<file path="config.mk">
export PLATFORM = sky130hd
export DESIGN_NAME = receiver
export DESIGN_NICKNAME = d
export VERILOG_FILES = /design/src/rtl/receiver.sv
export SDC_FILE = /design/constraint.sdc
export NUM_CORES = 1
export LEC_CHECK = 0
export CORE_MARGIN = 2
export CORE_UTILIZATION = 40
export CTS_CLUSTER_SIZE = 16
export DETAILED_ROUTE_END_ITERATION = 10
export SETUP_SLACK_MARGIN = 0.05
export SYNTH_ARGS = -nofsm -noshare
export SYNTH_HDL_FRONTEND = slang
export SYNTH_SLANG_ARGS = --single-unit
</file>
<file path="constraint.sdc">
create_clock -name clk_i -period 2.8 [get_ports clk_i]
set_clock_uncertainty 0.1 [all_clocks]
set_input_delay 0.42 -clock clk_i [delete_from_list [all_inputs] [get_ports clk_i]]
set_output_delay 0.42 -clock clk_i [all_outputs]
set_load 0.005 [all_outputs]
</file>
<file path="src/rtl/receiver.sv">
// UART receive engine: 16x oversampled deserialiser for 5-8 data bits with optional parity,
// 1 or 2 stop bits, and detection of a long-low configuration request.
module receiver #(
  parameter int unsigned CFG_REQ_CYCLES = 100000
) (
  input  logic       clk_i,
  input  logic       rst_i,
  input  logic       enable_i,
  input  logic       ov_baud_rt_i,
  input  logic       rx_i,
  input  logic [1:0] data_width_i,
  input  logic [1:0] parity_mode_i,
  input  logic [1:0] stop_bits_number_i,
  output logic [7:0] data_rx_o,
  output logic       rx_done_o,
  output logic       parity_err_o,
  output logic       frame_err_o,
  output logic       config_req_slv_o,
  output logic       rx_idle_o
);

  localparam int unsigned CntW = $clog2(CFG_REQ_CYCLES + 1);
  localparam logic [CntW-1:0] CfgMax  = CntW'(CFG_REQ_CYCLES);
  localparam logic [CntW-1:0] CfgLast = CntW'(CFG_REQ_CYCLES - 1);

  typedef enum logic [2:0] {RxIdle, RxStart, RxData, RxParity, RxStop, RxCfgReq} state_e;

  state_e          state_q;
  logic            rx_meta_q;
  logic            rx_s;
  logic [3:0]      tick_q;
  logic [2:0]      bit_cnt_q;
  logic [7:0]      shift_q;
  logic            par_err_q;
  logic            frm_err_q;
  logic            stop_cnt_q;
  logic [CntW-1:0] low_cnt_q;

  logic cfg_hit;
  logic tick_mid;
  logic tick_end;
  logic bit_last;
  logic parity_en;
  logic two_stop;

  assign cfg_hit   = ~rx_s && (low_cnt_q == CfgLast);
  assign tick_mid  = ov_baud_rt_i && (tick_q == 4'd7);
  assign tick_end  = ov_baud_rt_i && (tick_q == 4'd15);
  assign bit_last  = bit_cnt_q == ({1'b0, data_width_i} + 3'd4);
  assign parity_en = ~parity_mode_i[1];
  assign two_stop  = stop_bits_number_i == 2'b01;
  assign rx_idle_o = state_q == RxIdle;

  always_ff @(posedge clk_i or posedge rst_i) begin
    if (rst_i) begin
      rx_meta_q <= 1'b1;
      rx_s      <= 1'b1;
    end else begin
      rx_meta_q <= rx_i;
      rx_s      <= rx_meta_q;
    end
  end

  // Low-line run length; saturates so the request pulses once per low period.
  always_ff @(posedge clk_i or posedge rst_i) begin
    if (rst_i) begin
      low_cnt_q <= '0;
    end else if (rx_s) begin
      low_cnt_q <= '0;
    end else if (low_cnt_q != CfgMax) begin
      low_cnt_q <= low_cnt_q + CntW'(1);
    end
  end

  always_ff @(posedge clk_i or posedge rst_i) begin
    if (rst_i) begin
      state_q          <= RxIdle;
      tick_q           <= 4'd0;
      bit_cnt_q        <= 3'd0;
      shift_q          <= 8'd0;
      par_err_q        <= 1'b0;
      frm_err_q        <= 1'b0;
      stop_cnt_q       <= 1'b0;
      data_rx_o        <= 8'd0;
      rx_done_o        <= 1'b0;
      parity_err_o     <= 1'b0;
      frame_err_o      <= 1'b0;
      config_req_slv_o <= 1'b0;
    end else begin
      rx_done_o        <= 1'b0;
      config_req_slv_o <= 1'b0;
      if (ov_baud_rt_i) tick_q <= tick_q + 4'd1;
      if (cfg_hit) begin
        config_req_slv_o <= 1'b1;
        state_q          <= RxCfgReq;
        tick_q           <= 4'd0;
      end else begin
        unique case (state_q)
          RxIdle: begin
            if (enable_i && !rx_s) begin
              state_q <= RxStart;
              tick_q  <= 4'd0;
            end
          end
          RxStart: begin
            if (tick_mid) begin
              tick_q <= 4'd0;
              if (rx_s) begin
                state_q <= RxIdle;
              end else begin
                state_q    <= RxData;
                bit_cnt_q  <= 3'd0;
                shift_q    <= 8'd0;
                par_err_q  <= 1'b0;
                frm_err_q  <= 1'b0;
                stop_cnt_q <= 1'b0;
              end
            end
          end
          RxData: begin
            if (tick_end) begin
              shift_q   <= {rx_s, shift_q[7:1]};
              bit_cnt_q <= bit_cnt_q + 3'd1;
              if (bit_last) begin
                tick_q  <= 4'd0;
                state_q <= parity_en ? RxParity : RxStop;
              end
            end
          end
          RxParity: begin
            if (tick_end) begin
              // Unused low bits of shift_q are zero, so the full XOR covers only data.
              par_err_q <= ^shift_q ^ rx_s ^ parity_mode_i[0];
              tick_q    <= 4'd0;
              state_q   <= RxStop;
            end
          end
          RxStop: begin
            if (tick_end) begin
              if (!rx_s) frm_err_q <= 1'b1;
              if (two_stop && !stop_cnt_q) begin
                stop_cnt_q <= 1'b1;
              end else begin
                data_rx_o    <= shift_q >> (2'd3 - data_width_i);
                parity_err_o <= parity_en & par_err_q;
                frame_err_o  <= frm_err_q | ~rx_s;
                rx_done_o    <= 1'b1;
                tick_q       <= 4'd0;
                state_q      <= RxIdle;
              end
            end
          end
          RxCfgReq: begin
            if (rx_s) begin
              state_q <= RxIdle;
              tick_q  <= 4'd0;
            end
          end
          default: state_q <= RxIdle;
        endcase
      end
    end
  end

endmodule

</file>
==> results.md <==
* Top cell type's share of synthesized area at 0.437
* Drt wl/cell at 12.7 um
* Drt drc at 0
* R2R setup slack at 0.50 ns
* R2r endpoint: data_rx_o[1]$_DFFE_PP0P_
* Max FO, Critical Path at 18
* Critical path startpoint category: flip-flop
* Die width at 88.6 um
* CTS H-Tree Depth at 2
* Syn_nets at about 310
* Relative slew slack at 0.609
* Initial core utilization at 0.417
* Synth cell count leaders: dfrtp_1 (50), nand2_1 (43), nor2_1 (29)
* RD Place Congestion at 0.808
* Pleak at 1.36 nW
* Crit path kind: flip-flop to primary output
* P_int at 1.24 mW
* Global-route wire length before repair at 9.12 mm
* Post-Synthesis Cell Area at 2860 sq um
* Slew @ Worst Pin at 0.584 ns
* Num CTS Buffers at 5
* Number of synthesis warnings at 0
* Post-cts sizing count at 0
* Hold Path Class: flip-flop to flip-flop
* Post-synth top flop: dfrtp_1
* Synth area leaders: dfrtp_1 (44%), nand2_1 (5.6%), xor2_1 (4.3%)
* Reg2Reg Depth at 5
* Initial antenna violation count at 0
* Cell Rows at 30
* Peak supply drop at 0.265 mV
* Unrepaired setup endpoints after global routing: false
* Crit. End Element: primary output
* Post-Route Utilization at 0.478
* Mean Syn Cell Area at 9.58 sq um
* Number of max-cap violations at 0
* Initial DRT Pass Iterations at 4
* Count leader, synth: dfrtp_1
* Cell variety after synth at 52
* NetSw at ~0.62 mW
* Vias in the first global route at 1,914
* Vias per cell at around 5.0
* Final setup viols at 0
* Hold Crit Depth at 0
* Status: finished, final reports clean
* ANT nets after route at 0
* Total Power at about 1.9 mW
* Clock Latency Late Sink at between 0.3 and 0.4 ns
* Critical Path Start: state_q[1]$_DFFE_PP0P_
* Detailed Place HPWL at 3.93 mm
* Seq/Total Area, Yosys at 0.455
* Share of power burned in registers at 0.496
* Final wirelength at about 5.3 mm
* Die area at 7850 sq um
* Ports at 24
* Worst-path clk slew at 0.09 ns
* Buffers added on ports at 23
* Number of synthesized flops with an enable pin at 0
* Largest net degree at the start of global routing at 27
* CP max-delay cell: dfrtp_1
* Nets at roughly 340
* Min Tclk post-route at 2.36 ns
* Most area-hungry cell type in the Yosys netlist: dfrtp_1
* Sink Count at 52
* Mapped Cells at between 200 and 300
* WP data required at 2.28 ns
* Total gr overflow at 0
* Core area at 6870 sq um
* Cells along the critical path: nor3_1, clkdlybuf4s50_1
* Slew Limit Fails at 0
* Clk network pwr share at 0.238
* Initial DRC count at slightly below 100
* F_max at 423 MHz
* Fin crit share at 0.844
* Diode count at 0
* Hold Fails Final Rpt at 0
* Sw Ratio at 0.334
* Crit path DAT at ~1.8 ns
* Power Density at roughly 560 nW/um^2
* Finished Layout Cells at approximately 420
* FF+latch count, synth at 52
* Die height at 88.6 um
* FFs w/ async S/R, synth at 1.00
* Critical hold path startpoint: rx_meta_q$_DFF_PP1_
* Share of layout cells above drive strength 1 at 0.115
* Hold Path Sink: rx_s$_DFF_PP1_
* Clk buf depth at 2
* Via count at 2,076
* Postcts setup bufs at 0
* Logic pwr share at 0.266
* Placed cell areas at 3190 sq um
* Clock root cell: clkbuf_8
* Tot GR Track Use at 0.150
* Inst Count DP at between 400 and 500
* Area growth, synth to finish at 14.6%
* Hold-fix buffers, CTS at 0
* Setup_tns at 0 ns
* Largest stage delay on the critical path at between 0.5 and 0.6 ns
* R2R Path Start: low_cnt_q[1]$_DFFE_PP0P_
* CTS tree: yes
* Design area at 3280 sq um
==> worst max-delay path: cells and delay by family, from the launching register on <==
kind          cells  cell delay (ns)
buf+inv           1             0.57
flops             1             0.57
simple gates      1             0.39
==> layout make-up <==
type	count	area [sq um]
clock buffers	6	82.6
clock inverters	2	10.0
fillers	673	3590
inverters	10	38.8
multi-input cells	222	1450
flip-flops and latches	52	1300
well taps	96	120
repair buffers	30	283
==> cells in the final DEF (no fill, tap or decap), types with 2 or more instances in the layout <==
| cell | instances |
|---|---|
| o21ai_1 | 5 |
| nand2_1 | 43 |
| inv_1 | 8 |
| nor4_1 | 3 |
| a211oi_1 | 2 |
| nand4_1 | 5 |
| nand2b_1 | 5 |
| and3_1 | 2 |
| or3b_2 | 2 |
| nand3_1 | 13 |
| mux2i_1 | 6 |
| o31ai_1 | 3 |
| nor2_1 | 29 |
| a21oi_1 | 5 |
| a22o_1 | 2 |
| dfrtp_1 | 50 |
| o21ai_0 | 19 |
| buf_4 | 7 |
| xnor2_1 | 13 |
| clkbuf_8 | 6 |
| and4_1 | 2 |
| dfstp_2 | 2 |
| ha_1 | 4 |
| nor4b_1 | 3 |
| nor2b_1 | 4 |
| nor3_1 | 9 |
| clkdlybuf4s50_1 | 23 |
| nor3b_1 | 3 |
| xor2_1 | 14 |
| mux2_2 | 6 |
| clkinv_2 | 3 |
==> registers in the layout, summed over array words and instances (netlist names), 3 cells and up <==
name       flops
tick_q         4
state_q        3
low_cnt_q     17
shift_q        8
bit_cnt_q      3
data_rx_o      8
==> layer usage <==
metal	global-route usage	routed length (um)	up-vias
met1	0.211	2870	971
met5	0	0	-
met4	0.0413	63	0
met2	0.229	2210	21
li1	-	-	1078
met3	0.0392	153	6
==> cell families (layout without fill, tap and decap cells) <==
group	Yosys count	after routing	share of synthesized area
XOR/XNOR	28	28	0.0904
AND/OR/NAND/NOR	131	131	0.234
buffers and inverters	25	48	0.0402
adder cells (fa/ha/maj)	4	4	0.0175
flip-flops	52	52	0.455
multiplexers	12	12	0.0446
AO/OA/AOI/OAI	47	47	0.118
==> through the flow <==
stage / hold WS (ns) / setup WS [ns]
6_report: 0.262 / 0.436
5_1_grt: 0.270 / 0.324
4_1_cts: 0.263 / 0.413
2_1_floorplan: 0.245 / 0.852
3_5_place_dp: 0.250 / 0.392
3_3_place_gp: 0.248 / 0.436
==> power groups by stage <==
| stage | registers (mW) | clock network (mW) | logic (mW) |
|---|---|---|---|
| after floorplan | 0.852 | 0 | 0.468 |
| after global placement | 0.933 | 0 | 0.493 |
| after detailed placement | 0.933 | 0 | 0.494 |
| after CTS | 0.919 | 0.463 | 0.497 |
| after global routing | 0.937 | 0.493 | 0.553 |
| final | 0.920 | 0.441 | 0.493 |
==> how the worst max path moves through the flow <==
stage / to / slack [ns] / cells after the start
floorplan: data_rx_o[1]$_DFFE_PP0P_ / 0.85 / 5
global placement: tick_q[3]$_DFF_PP0_ / 0.44 / 6
detailed placement: tick_q[1]$_DFF_PP0_ / 0.39 / 6
CTS: rx_idle_o / 0.41 / 2
global route: rx_idle_o / 0.32 / 2
finish: rx_idle_o / 0.44 / 2
No activity file was read; power rests on OpenSTA's default activity.
